--- config.mk ---
export PLATFORM = sky130hd
export DESIGN_NAME = mult_booth_flat
export DESIGN_NICKNAME = d
export VERILOG_FILES = /design/src/rtl/mult_pkg.sv /design/src/rtl/mult_booth_if.sv /design/src/rtl/booth_step.sv /design/src/rtl/mult_booth.sv /design/src/flat_wrapper.sv
export SDC_FILE = /design/constraint.sdc
export NUM_CORES = 1
export LEC_CHECK = 0
export BUFFER_PORTS_ARGS = -buffer_cell sky130_fd_sc_hd__clkbuf_2
export CORE_ASPECT_RATIO = 1.4
export CORE_MARGIN = 3
export CORE_UTILIZATION = 45
export CTS_CLUSTER_DIAMETER = 40
export DETAILED_ROUTE_END_ITERATION = 16
export GPL_TIMING_DRIVEN = 0
export HOLD_SLACK_MARGIN = 0.15
export PLACE_DENSITY = 0.61
export SETUP_SLACK_MARGIN = 0.5
export SLEW_MARGIN = 25
export SYNTH_ARGS = -nofsm -noshare
export SYNTH_HDL_FRONTEND = slang
export SYNTH_SLANG_ARGS = --single-unit
--- constraint.sdc ---
create_clock -name clock -period 11.41 [get_ports clock]
set_input_delay 2.282 -clock clock [delete_from_list [all_inputs] [get_ports clock]]
set_output_delay 2.282 -clock clock [all_outputs]
set_load 0.01 [all_outputs]
--- src/rtl/mult_pkg.sv ---
// Shared types and constants for the sequential Booth multiplier.
package mult_pkg;

  localparam int WIDTH_DEF = 32;
  localparam int CNT_W_DEF = $clog2(WIDTH_DEF + 1);

  typedef enum logic {
    IDLE = 1'b0,
    RUN  = 1'b1
  } state_t;

  // Booth codes on {Q[0], q_1}
  localparam logic [1:0] BOOTH_ADD = 2'b01;
  localparam logic [1:0] BOOTH_SUB = 2'b10;

endpackage

--- src/rtl/mult_booth_if.sv ---
// Start/done handshake and HI/LO result bus of the Booth multiplier.
interface mult_booth_if #(
  parameter int WIDTH = mult_pkg::WIDTH_DEF
);
  logic             start;
  logic [WIDTH-1:0] multiplicando;
  logic [WIDTH-1:0] multiplicador;
  logic [WIDTH-1:0] hi;
  logic [WIDTH-1:0] lo;
  logic             busy;
  logic             done;

  modport master (
    output start, multiplicando, multiplicador,
    input  hi, lo, busy, done
  );

  modport slave (
    input  start, multiplicando, multiplicador,
    output hi, lo, busy, done
  );
endinterface

--- src/rtl/booth_step.sv ---
// One radix-2 Booth iteration: add/subtract/hold on {Q[0], q_1}, then an
// arithmetic right shift of the combined {A, Q, q_1} register.
module booth_step
  import mult_pkg::*;
#(
  parameter int WIDTH = WIDTH_DEF
) (
  input  logic signed [WIDTH:0]   a,
  input  logic signed [WIDTH:0]   m,
  input  logic        [WIDTH-1:0] q,
  input  logic                    q_1,
  output logic signed [WIDTH:0]   a_nx,
  output logic        [WIDTH-1:0] q_nx,
  output logic                    q_1_nx
);

  logic signed [WIDTH:0] sum;

  always_comb begin
    case ({q[0], q_1})
      BOOTH_ADD: sum = a + m;
      BOOTH_SUB: sum = a - m;
      default:   sum = a;
    endcase
    // A's LSB falls into Q's MSB; Q's LSB becomes the new guard bit
    a_nx   = sum >>> 1;
    q_nx   = {sum[0], q[WIDTH-1:1]};
    q_1_nx = q[0];
  end

endmodule

--- src/rtl/mult_booth.sv ---
// Sequential signed WIDTH x WIDTH multiplier, one Booth iteration per cycle,
// result delivered on HI/LO with a single-cycle done pulse.
module mult_booth
  import mult_pkg::*;
#(
  parameter int WIDTH = WIDTH_DEF
) (
  input  logic         clock,
  input  logic         reset,
  mult_booth_if.slave  bus
);

  localparam int CNT_W = $clog2(WIDTH + 1);

  state_t                  state, state_nx;
  logic signed [WIDTH:0]   acc;
  logic signed [WIDTH:0]   mcand;
  logic        [WIDTH-1:0] mplier;
  logic                    guard;
  logic        [CNT_W-1:0] cnt;

  logic signed [WIDTH:0]   acc_nx;
  logic        [WIDTH-1:0] mplier_nx;
  logic                    guard_nx;

  logic load, step, last;

  booth_step #(.WIDTH(WIDTH)) u_step (
    .a      (acc),
    .m      (mcand),
    .q      (mplier),
    .q_1    (guard),
    .a_nx   (acc_nx),
    .q_nx   (mplier_nx),
    .q_1_nx (guard_nx)
  );

  always_comb begin
    state_nx = state;
    load     = 1'b0;
    step     = 1'b0;
    last     = 1'b0;
    case (state)
      IDLE: begin
        if (bus.start) begin
          load     = 1'b1;
          state_nx = RUN;
        end
      end
      RUN: begin
        step = 1'b1;
        if (cnt == CNT_W'(1)) begin
          last     = 1'b1;
          state_nx = IDLE;
        end
      end
      default: state_nx = IDLE;
    endcase
  end

  always_ff @(posedge clock or negedge reset) begin
    if (!reset) begin
      state    <= IDLE;
      acc      <= '0;
      mcand    <= '0;
      mplier   <= '0;
      guard    <= 1'b0;
      cnt      <= '0;
      bus.hi   <= '0;
      bus.lo   <= '0;
      bus.done <= 1'b0;
    end else begin
      state    <= state_nx;
      bus.done <= last;
      if (load) begin
        acc    <= '0;
        mcand  <= {bus.multiplicando[WIDTH-1], bus.multiplicando};
        mplier <= bus.multiplicador;
        guard  <= 1'b0;
        cnt    <= CNT_W'(WIDTH);
      end else if (step) begin
        acc    <= acc_nx;
        mplier <= mplier_nx;
        guard  <= guard_nx;
        cnt    <= cnt - CNT_W'(1);
      end
      // HI/LO change only as a complete pair on the final iteration
      if (last) begin
        bus.hi <= acc_nx[WIDTH-1:0];
        bus.lo <= mplier_nx;
      end
    end
  end

  assign bus.busy = (state == RUN);

endmodule

--- src/flat_wrapper.sv ---
// flat-port wrapper written by rule: the top's interface ports become plain ports
module mult_booth_flat import mult_pkg::*;
#(
  parameter int WIDTH = WIDTH_DEF
)
  (clock, reset, bus_start, bus_multiplicando, bus_multiplicador, bus_hi, bus_lo, bus_busy, bus_done);
  mult_booth_if #(.WIDTH(WIDTH)) bus_i ();
  input  logic clock;
  input  logic reset;
  input wire logic [$bits(bus_i.start)-1:0] bus_start;
  input wire logic [$bits(bus_i.multiplicando)-1:0] bus_multiplicando;
  input wire logic [$bits(bus_i.multiplicador)-1:0] bus_multiplicador;
  output wire logic [$bits(bus_i.hi)-1:0] bus_hi;
  output wire logic [$bits(bus_i.lo)-1:0] bus_lo;
  output wire logic [$bits(bus_i.busy)-1:0] bus_busy;
  output wire logic [$bits(bus_i.done)-1:0] bus_done;
  assign bus_i.start = bus_start;
  assign bus_i.multiplicando = bus_multiplicando;
  assign bus_i.multiplicador = bus_multiplicador;
  assign bus_hi = bus_i.hi;
  assign bus_lo = bus_i.lo;
  assign bus_busy = bus_i.busy;
  assign bus_done = bus_i.done;
  mult_booth #(.WIDTH(WIDTH)) u_core (.clock(clock), .reset(reset), .bus(bus_i));
endmodule
==> metrics.cfg, run 1 <==
[finish]
n_antenna_cell=0
nFillCells=1937
finalNetCount=1334
area_growth_pct=17.43
most-common-layout-cells=nand2_1, dfrtp_1, clkbuf_2, o21ai_0, a21oi_1
final_common_cell=nand2_1
drive_above_1_share=0.1569
instances_no_fill=1495

[routing]
postRouteAntennaNets=0
wl_per_cell_microns=16.46
drt-total-wl_microns=24610
firstDrtPassIters=4
drt-initial-drc-count=439
remaining_drc_errors=0
vias_per_cell=5.246
via_count=7843

[timing]
finalHoldViolCount=0
drv_slew=0
slew_headroom=0.5096
setup_viol=0
rsz0062_at_grt=false
whs_ns=0.4738
fmax_mhz=210.0
layout_min_cycle_time_ns=4.761
setup_tns_ns=0
worst_clock_skew_ns=0.01317
fin_crit_sh=0.4173
tightestPinTransition_ns=0.7356

[worst_setup_path]
slowest_delay_ns=0.58
crit_type=flop to flop
cp.arrival_ns=5.08
critPathLaunchType=flop
cp_max_fo=7
cp_cell_sequence=or4_4 -> nor4_4 -> nand2_2 -> nor3_2 -> and2_1 -> nand2_1 -> nor2_1 -> a21oi_1 -> xnor2_1 -> ha_1 -> buf_2 -> a21o_1 -> a21o_1 -> a21oi_1 -> o21ai_0 -> or3_1 -> a31oi_2 -> nor3_1 -> xnor2_1 -> o21ai_0 -> mux2_2
cp.required_ns=11.73
slowest_stage=or4_4
critPathCaptureType=flop

[logic_synthesis]
netlist_area_sq_um=9260
ys_seq_area_frac=0.4567
avgSynthCellArea_sq_um=8.590
async_reset_ff_frac=1.000
yosysWarnings=0
synth_simple_gate_area_frac=0.2021
synth_xor_area_frac=0.05486
yosysUniqueCellTypes=61
synth_edf_count=0
synth_compound_area_frac=0.1515
syn_inst=1078
synth_top_family_by_area=simple AND/OR/NAND/NOR gates
ys.flop_type=dfrtp_1
synth_nets=1182
synth_fa_ha_area_frac=0.05080
synthMuxAreaShare=0.04905
synth-seq-cells=169

[place]
dp_cells=1463
hpwl_microns=19170
portBuffers=131
gp_congestion=0.8586

[floorplanning]
io_pins=133
die_y_microns=175.7
core_area_sq_um=20070
initial_core_util=0.4613
die_x_microns=127.2
num_rows=61
die_area_sq_um=22360

[clocking]
cts_hold_buf=0
clock_path_buffers=2
cts_resized=0
postCtsSetupRepairBufs=0
htree_levels=4
clk_pin_slew_ns=0.07
clk_latency_ns=0.44
cts_tree=yes
cts_root_buf=clkbuf_16
cts_buffers=17
cts.sinks=169

[grt]
grt_overflow_total=0
grt_pass1_wl_microns=40060
track_usage=0.2247
grt_pass1_vias=7894
antenna_found_initial=0
grt_max_degree=82

[power]
power_density_nw_per_um2=384.0
ir_drop_uv=145.4
p_leak_uw=0.005403

[flow_run]
drv_cap=0

[outcome]
status=completed

[min_path]
min_path_type=flop to flop

## power by group
group          total (uW)  switching [uW]  internal (uW)
clock                 568             276            292
combinational        2480            1470           1010
sequential           1130             234            893
## final timing paths
| kind | start | slack (ns) | depth (start not counted) | end |
|---|---|---|---|---|
| min in group asynchronous | reset | 1.72 | 1 | u_core.bus.lo[5] |
| max in group asynchronous | reset | 8.68 | 3 | u_core.mcand[19] |
| setup / recovery | u_core.mcand[11] | 6.65 | 21 | u_core.bus.hi[29] |
| setup reg to reg | u_core.mcand[11] | 6.65 | 21 | u_core.bus.hi[29] |
| hold / removal | u_core.bus.lo[10] | 0.47 | 2 | u_core.bus.lo[10] |
| hold reg to reg | u_core.bus.lo[10] | 0.47 | 2 | u_core.bus.lo[10] |
## area by class of cell
class | instances | area [sq um] | share of cell area
inverter | 25 | 93.84 | 0.008630
tap | 252 | 315.3 | 0.02900
clock inverter | 15 | 153.9 | 0.01415
timing repair buffer | 133 | 719.4 | 0.06616
buffer | 59 | 230.2 | 0.02117
sequential | 169 | 4229 | 0.3889
clock buffer | 17 | 425.4 | 0.03912
multi-input combinational | 825 | 4707 | 0.4329
## state kept, by name, summed over array words and instances, names as in the netlist, 6 cells and up
signal	count
u_core.bus.lo	32
u_core.bus.hi	32
u_core.cnt	6
u_core.mcand	32
u_core.acc	32
u_core.mplier	32
## critical path: cells and delay by family, from the launching register on
| family | cells | cell delay (ns) |
|---|---|---|
| adder cells (fa/ha/maj) | 1 | 0.24 |
| XOR/XNOR | 2 | 0.33 |
| AO/OA/AOI/OAI | 7 | 1.11 |
| buffers and inverters | 1 | 0.16 |
| AND/OR/NAND/NOR | 9 | 2.06 |
| flip-flops | 1 | 0.42 |
| multiplexers | 1 | 0.29 |
## through the flow
stage | utilization | area [sq um] | total power [uW] | setup slack (ns)
CTS | 0.5417 | 10870 | 4200 | 6.655
detailed placement | 0.5129 | 10290 | 3613 | 6.697
finish | 0.5417 | 10870 | 4176 | 6.649
global route | 0.5417 | 10870 | 4553 | 6.305
floorplan | - | 9260 | 2925 | 7.250
global placement | 0.5097 | 10230 | 3565 | 4.929
## Yosys cell counts, types with 2 or more instances
cell | n | area, sq um
xnor2_1 | 44 | 385.4
clkbuf_1 | 42 | 157.7
a21oi_1 | 70 | 350.3
ha_1 | 36 | 450.4
buf_2 | 5 | 25.02
nand4_1 | 7 | 43.79
o21ai_0 | 113 | 565.5
o21a_1 | 6 | 45.04
and4_1 | 2 | 17.52
nand2_1 | 290 | 1089
and3_1 | 10 | 62.56
o31ai_1 | 4 | 30.03
nor2b_1 | 4 | 25.02
buf_1 | 10 | 37.54
a21o_1 | 15 | 112.6
dfrtp_1 | 169 | 4229
o21ai_1 | 6 | 30.03
nand2b_1 | 4 | 25.02
mux2i_1 | 35 | 350.3
inv_1 | 24 | 90.09
nand3_1 | 28 | 140.1
o21bai_1 | 4 | 30.03
clkbuf_2 | 2 | 10.01
nor4_1 | 5 | 31.28
mux2_2 | 8 | 90.09
a31oi_1 | 10 | 62.56
xor2_1 | 14 | 122.6
nor3_1 | 15 | 75.07
nor2_1 | 64 | 240.2
## per-layer routing
layer / routed length, microns / GRT usage
met1: 10630 / 0.2746
met2: 12570 / 0.4037
met3: 870 / 0.03103
met4: 542 / 0.07782
met5: 0 / 0
## kinds of logic after synthesis
| logic type | count (synthesis) |
|---|---|
| mux | 44 |
| flops | 169 |
| buf+inv | 84 |
| compound gates | 244 |
| xor+xnor | 58 |
| fa+ha+maj | 37 |
| simple gates | 442 |
Power figures use the tool's default switching activity.
==> run 2, diff against run 1 <==
ABC_AREA = 1   (was unset)
clock period = 4.9 ns   (was 11.41 ns; I/O delays follow)
==> metrics.cfg, run 2 <==
[finish]
final_common_cell=nand2_1  ; unchanged
seq_area_sq_um=4229  ; unchanged
most-common-layout-cells=nand2_1, dfrtp_1, inv_1, clkbuf_2, nor2_1  ; was nand2_1, dfrtp_1, clkbuf_2, o21ai_0, a21oi_1
n_antenna_cell=0  ; unchanged
nFillCells=2165  ; was 1937
area_growth_pct=17.20  ; was 17.43%
drive_above_1_share=0.1639  ; was 0.1569
finalNetCount=1561  ; was 1334
multi_input_area_sq_um=4875  ; was 4707 sq um

[clocking]
clk_latency_ns=0.44  ; about the same
cts_tree=yes  ; unchanged
cts.sinks=169  ; unchanged
cts_root_buf=clkbuf_16  ; unchanged
htree_levels=4  ; unchanged
cts_resized=0  ; unchanged
postCtsSetupRepairBufs=0  ; unchanged
cts_buffers=17  ; unchanged
cts_hold_buf=0  ; unchanged
clock_path_buffers=2  ; unchanged
clk_pin_slew_ns=0.07  ; about the same

[logic_synthesis]
synthTopCellsByCount=nand2_1, dfrtp_1, inv_1, nor2_1, o21ai_0  ; was nand2_1, dfrtp_1, o21ai_0, a21oi_1, nor2_1
synth_edf_count=0  ; unchanged
yosysTopAreaCell=dfrtp_1  ; unchanged
yosysMostFrequentCell=nand2_1  ; unchanged
ys.flop_type=dfrtp_1  ; unchanged
synth-seq-cells=169  ; unchanged
synth_nets=1408  ; was 1182
synth.top_cells.by_area=dfrtp_1, nand2_1, inv_1, ha_1, o21ai_0  ; was dfrtp_1, nand2_1, o21ai_0, ha_1, xnor2_1
netlist_area_sq_um=9852  ; was 9260 sq um
avgSynthCellArea_sq_um=7.555  ; was 8.590 sq um
yosysUniqueCellTypes=44  ; was 61
syn_inst=1304  ; was 1078
synth_top_cell_area_share=0.4293  ; was 0.4567
yosysWarnings=0  ; unchanged
async_reset_ff_frac=1.000  ; unchanged
ys_seq_area_frac=0.4293  ; was 0.4567

[grt]
track_usage=0.2512  ; was 0.2247
antenna_found_initial=0  ; unchanged
use_met2=0.4441  ; was 0.4037
grt_overflow_total=0  ; unchanged
grt_pass1_vias=9046  ; was 7894
grt_use_met1=0.3000  ; was 0.2746
grt.busiest_layer=met2  ; unchanged
grt_use_met3=0.04791  ; was 0.03103
grt_pass1_wl_microns=46690  ; was 40060 microns
grt_max_degree=71  ; was 82

[worst_setup_path]
cp_top_family=buffers and inverters  ; was simple AND/OR/NAND/NOR gates
critPathBufInv=4  ; was 1
worstReg2RegEnd=u_core.bus.hi[24]  ; was u_core.bus.hi[29]
critPathLaunchType=flop  ; unchanged
crit_type=flop to flop  ; unchanged
critPathCaptureType=flop  ; unchanged
worstReg2RegStart=u_core.guard  ; was u_core.mcand[11]
crit_top_cell=nand2_1
slowest_stage=clkinv_1  ; was or4_4
rrSetupSlack_ns=1.29  ; was 6.65 ns
cp.required_ns=5.23  ; was 11.73 ns
reg2regPathDepth=18  ; was 21
cp.arrival_ns=3.93  ; was 5.08 ns
slowest_delay_ns=0.37  ; was 0.58 ns
cp_max_fo=10  ; was 7
cp_cell_sequence=inv_1 -> ha_1 -> buf_2 -> clkinv_1 -> buf_2 -> nand2_1 -> xor2_1 -> ha_1 -> a21oi_1 -> o21ai_0 -> a21oi_1 -> nor2_1 -> nor2_1 -> nand2_1 -> nand2_1 -> nand3_1 -> nand3_1 -> nand2_1  ; was or4_4 -> nor4_4 -> nand2_2 -> nor3_2 -> and2_1 -> nand2_1 -> nor2_1 -> a21oi_1 -> xnor2_1 -> ha_1 -> buf_2 -> a21o_1 -> a21o_1 -> a21oi_1 -> o21ai_0 -> or3_1 -> a31oi_2 -> nor3_1 -> xnor2_1 -> o21ai_0 -> mux2_2

[timing]
tightestPinTransition_ns=0.8258  ; was 0.7356 ns
setup_viol=0  ; unchanged
rsz0062_at_grt=false  ; unchanged
whs_ns=0.4485  ; was 0.4738 ns
drv_slew=0  ; unchanged
fin_crit_sh=0.7362  ; was 0.4173
worst_clock_skew_ns=0.009515  ; was 0.01317 ns
layout_min_cycle_time_ns=3.607  ; was 4.761 ns
fmax_mhz=277.2  ; was 210.0 MHz
finalHoldViolCount=0  ; unchanged
slew_headroom=0.4495  ; was 0.5096

[routing]
drt-total-wl_microns=28460  ; was 24610 microns
via_count=8905  ; was 7843
wl_per_cell_microns=16.15  ; was 16.46 microns
firstDrtPassIters=5  ; was 4
vias_per_cell=5.054  ; was 5.246
drt-initial-drc-count=426  ; was 439
remaining_drc_errors=0  ; unchanged
postRouteAntennaNets=0  ; unchanged

[min_path]
min_path_type=primary input to async pin  ; was flop to flop

[floorplanning]
die_area_sq_um=23730  ; was 22360 sq um
io_pins=133  ; unchanged
die_x_microns=131.1  ; was 127.2 microns
num_rows=63  ; was 61
core_area_sq_um=21360  ; was 20070 sq um
initial_core_util=0.4612  ; was 0.4613
die_y_microns=181.1  ; was 175.7 microns

[outcome]
status=completed  ; unchanged

[place]
gp_congestion=0.9805  ; was 0.8586
portBuffers=132  ; was 131
hpwl_microns=22630  ; was 19170 microns

[flow_run]
drv_cap=0  ; unchanged

==> run 2: cell types whose count changed after synthesis, moves of 15 or more <==
cell / delta
a21oi_1: -37
clkbuf_1: -19
inv_1: +119
mux2i_1: -31
nand2_1: +164
nand3_1: +29
nor2_1: +22
o21ai_0: -33
o21ai_1: +15
o221ai_1: +30
xnor2_1: -33
==> run 2: worst max-delay path by stage <==
stage / from / to / cells past startpoint
final: u_core.guard / u_core.bus.hi[24] / 18
after global routing: u_core.guard / u_core.bus.hi[31] / 21
after CTS: u_core.guard / u_core.bus.hi[24] / 18
after detailed placement: u_core.guard / u_core.bus.hi[24] / 18
after global placement: reset / u_core.mplier[6] / 1
after floorplan: u_core.guard / u_core.acc[31] / 23
==> run 2: per-layer routing <==
layer	routed length [microns]	vias up
met5	0	-
met4	886	0
met3	1120	46
met2	14790	175
met1	11660	4183
li1	-	4501
==> run 2: cells by family (layout without fill, tap and decap cells) <==
kind of cell	after synthesis	after routing	share of synthesized area
adder cells (fa/ha/maj)	37	37	0.04775
buffers and inverters	193	359	0.07594
flip-flops	169	169	0.4293
multiplexers	4	4	0.004064
AND/OR/NAND/NOR	660	660	0.2817
XOR/XNOR	38	38	0.03378
AO/OA/AOI/OAI	203	203	0.1275
==> run 2: final cells by class <==
cell class,count,area share
flip-flops and latches,169,0.3663
inverters,148,0.04811
well taps,292,0.03164
clock buffers,20,0.04042
clock inverters,12,0.01192
multi-input cells,942,0.4222
repair buffers,134,0.06274
plain buffers,45,0.01669
==> run 2: through the flow <==
stage	setup WS [ns]	instances	util	cell area, sq um	TNS [ns]
6_report	1.293	1762	0.5405	11550	0
5_1_grt	1.023	1762	0.5405	11550	0
4_1_cts	1.331	1762	0.5405	11550	0
3_5_place_dp	1.346	1730	0.5122	10940	0
3_3_place_gp	-0.3740	1728	0.5092	10880	-59.91
2_1_floorplan	2.124	1304	-	9852	0
Power of run 2 is left out: the tool's default activity adds up to more than one toggle a clock period on the data nets, which glitch-free logic cannot reach.
==> run 3, diff against run 2 <==
ABC_AREA = 0   (was 1)
PLACE_DENSITY = 0.64   (was 0.61)
clock period = 3 ns   (was 4.9 ns; I/O delays follow)
==> metrics.cfg, run 3 (same netlist as run 1, synthesis figures left out) <==
[timing]
slew_headroom=0.4348  ; was 0.4495
fin_crit_sh=1.418  ; was 0.7362
finalHoldViolCount=0  ; unchanged
setup_viol=46  ; was 0
worst_clock_skew_ns=0.01115  ; was 0.009515 ns
whs_ns=0.3461  ; was 0.4485 ns
layout_min_cycle_time_ns=4.253  ; was 3.607 ns
fmax_mhz=235.1  ; was 277.2 MHz
layout_setup_ws_ns=-1.253  ; was 1.293 ns
tightestPinTransition_ns=0.8477  ; was 0.8258 ns
drv_slew=0  ; unchanged
rsz0062_at_grt=true  ; was false

[floorplanning]
num_rows=61  ; was 63
die_area_sq_um=22360  ; was 23730 sq um
initial_core_util=0.4613  ; was 0.4612
die_x_microns=127.2  ; was 131.1 microns
core_area_sq_um=20070  ; was 21360 sq um
io_pins=133  ; unchanged
die_y_microns=175.7  ; was 181.1 microns

[grt]
grt_pass1_wl_microns=41920  ; was 46690 microns
track_usage=0.2332  ; was 0.2512
grt_pass1_vias=8338  ; was 9046
grt_overflow_total=0  ; unchanged
grt_max_degree=81  ; was 71
antenna_found_initial=0  ; unchanged

[clocking]
clock_path_buffers=2  ; unchanged
clk_latency_ns=0.44  ; about the same
cts_tree=yes  ; unchanged
clk_pin_slew_ns=0.07  ; about the same
cts_buffers=17  ; unchanged
cts.sinks=169  ; unchanged
htree_levels=4  ; unchanged
cts_root_buf=clkbuf_16  ; unchanged

[worst_setup_path]
cp_cell_sequence=or4_4 -> nor4_4 -> nand2_2 -> nor3_4 -> and2_4 -> buf_4 -> a21oi_1 -> xnor2_1 -> ha_1 -> buf_6 -> buf_4 -> nand2_1 -> nor2_1 -> a21oi_2 -> o21ai_1 -> or3_4 -> a31oi_4 -> o41ai_2 -> mux2i_2 -> xor2_1 -> o21ai_1  ; was inv_1 -> ha_1 -> buf_2 -> clkinv_1 -> buf_2 -> nand2_1 -> xor2_1 -> ha_1 -> a21oi_1 -> o21ai_0 -> a21oi_1 -> nor2_1 -> nor2_1 -> nand2_1 -> nand2_1 -> nand3_1 -> nand3_1 -> nand2_1
slowest_delay_ns=0.56  ; was 0.37 ns
critPathLaunchType=flop  ; unchanged
cp_top_family=simple AND/OR/NAND/NOR gates  ; was buffers and inverters
cp.required_ns=3.32  ; was 5.23 ns
critPathCaptureType=flop  ; unchanged
crit_type=flop to flop  ; unchanged
slowest_stage=or4_4  ; was clkinv_1
cp.arrival_ns=4.58  ; was 3.93 ns
rrSetupSlack_ns=-1.25  ; was 1.29 ns
critPathBufInv=3  ; was 4
cp_max_fo=3  ; was 10

[min_path]
min_path_type=primary input to flop  ; was primary input to async pin

[finish]
most-common-layout-cells=nand2_1, dfrtp_1, clkbuf_2, o21ai_0, buf_4  ; was nand2_1, dfrtp_1, inv_1, clkbuf_2, nor2_1
n_antenna_cell=0  ; unchanged
finalNetCount=1400  ; was 1561
area_growth_pct=31.83  ; was 17.20%
instances_no_fill=1561  ; was 1762
final_common_cell=nand2_1  ; unchanged
nFillCells=1747  ; was 2165
drive_above_1_share=0.2964  ; was 0.1639

[routing]
wl_per_cell_microns=16.97  ; was 16.15 microns
vias_per_cell=5.330  ; was 5.054
drt-total-wl_microns=26490  ; was 28460 microns
firstDrtPassIters=5  ; unchanged
remaining_drc_errors=0  ; unchanged
via_count=8320  ; was 8905
postRouteAntennaNets=0  ; unchanged
drt-initial-drc-count=481  ; was 426

[place]
gp_congestion=0.9159  ; was 0.9805
pre_cts_ws_ns=-1.496  ; was 1.346 ns
dp_cells=1463  ; was 1730
hpwl_microns=18950  ; was 22630 microns
portBuffers=131  ; was 132

[flow_run]
drv_cap=0  ; unchanged

[outcome]
status=finished with violations  ; was completed
violations=setup timing

-- run 3: final cells by class --
cell class / instances / area, sq um / share of cell area
timing repair buffer: 199 / 1256 / 0.1029
buffer: 59 / 317.8 / 0.02603
clock buffer: 17 / 425.4 / 0.03485
sequential: 169 / 4235 / 0.3469
multi-input combinational: 825 / 5380 / 0.4407
inverter: 25 / 93.84 / 0.007687
tap: 252 / 315.3 / 0.02583
clock inverter: 15 / 183.9 / 0.01507
-- run 3: what timing repair did --
action | CTS | global route
endpoints found under the setup margin | 79 | 77
gates resized for setup | 93 | 67
endpoints found under the hold margin | 30 | 0
hold buffers | 1 | 0
buffers inserted | 47 | 18
pin swaps | 63 | 51
-- run 3: worst register-to-register path, stage by stage (launching register included) --
cell     delay, ns
dfrtp_1       0.39
or4_4         0.56
nor4_4        0.19
nand2_2       0.12
nor3_4        0.13
and2_4        0.18
buf_4         0.12
a21oi_1       0.07
xnor2_1       0.16
ha_1          0.29
buf_6         0.10
buf_4         0.10
nand2_1       0.11
nor2_1        0.21
a21oi_2       0.08
o21ai_1       0.16
or3_4         0.16
a31oi_4       0.04
o41ai_2       0.42
mux2i_2       0.30
xor2_1        0.16
o21ai_1       0.08
-- run 3: final timing paths --
| path | startpoint | to | cells past startpoint |
|---|---|---|---|
| max in group asynchronous | reset | u_core.acc[28] | 3 |
| worst max-delay path | u_core.mcand[12] | u_core.bus.hi[31] | 21 |
| min in group asynchronous | reset | u_core.bus.lo[5] | 2 |
| worst min-delay path | bus_multiplicando[5] | u_core.mcand[5] | 3 |
| worst max register to register | u_core.mcand[12] | u_core.bus.hi[31] | 21 |
| worst min register to register | u_core.cnt[5] | u_core.cnt[5] | 1 |
-- run 3: layer usage --
layer | up-vias | GRT usage | routed length (microns) | part of all wire
li1 | 4108 | - | - | -
met1 | 3946 | 0.2842 | 11180 | 0.42
met2 | 226 | 0.4185 | 13660 | 0.52
met3 | 40 | 0.03438 | 1069 | 0.040
met4 | 0 | 0.08005 | 587 | 0.022
met5 | - | 0 | 0 | 0
-- run 3: stage by stage --
step,utilization,setup TNS [ns],instance area [sq um]
floorplan,-,-11.76,9434
finish,0.6082,-28.81,12210
global placement,0.5184,-335.27,10410
CTS,0.5880,-30.02,11800
detailed placement,0.5215,-32.29,10470
global route,0.6082,-35.81,12210
Power of run 3 is left out for the same reason.
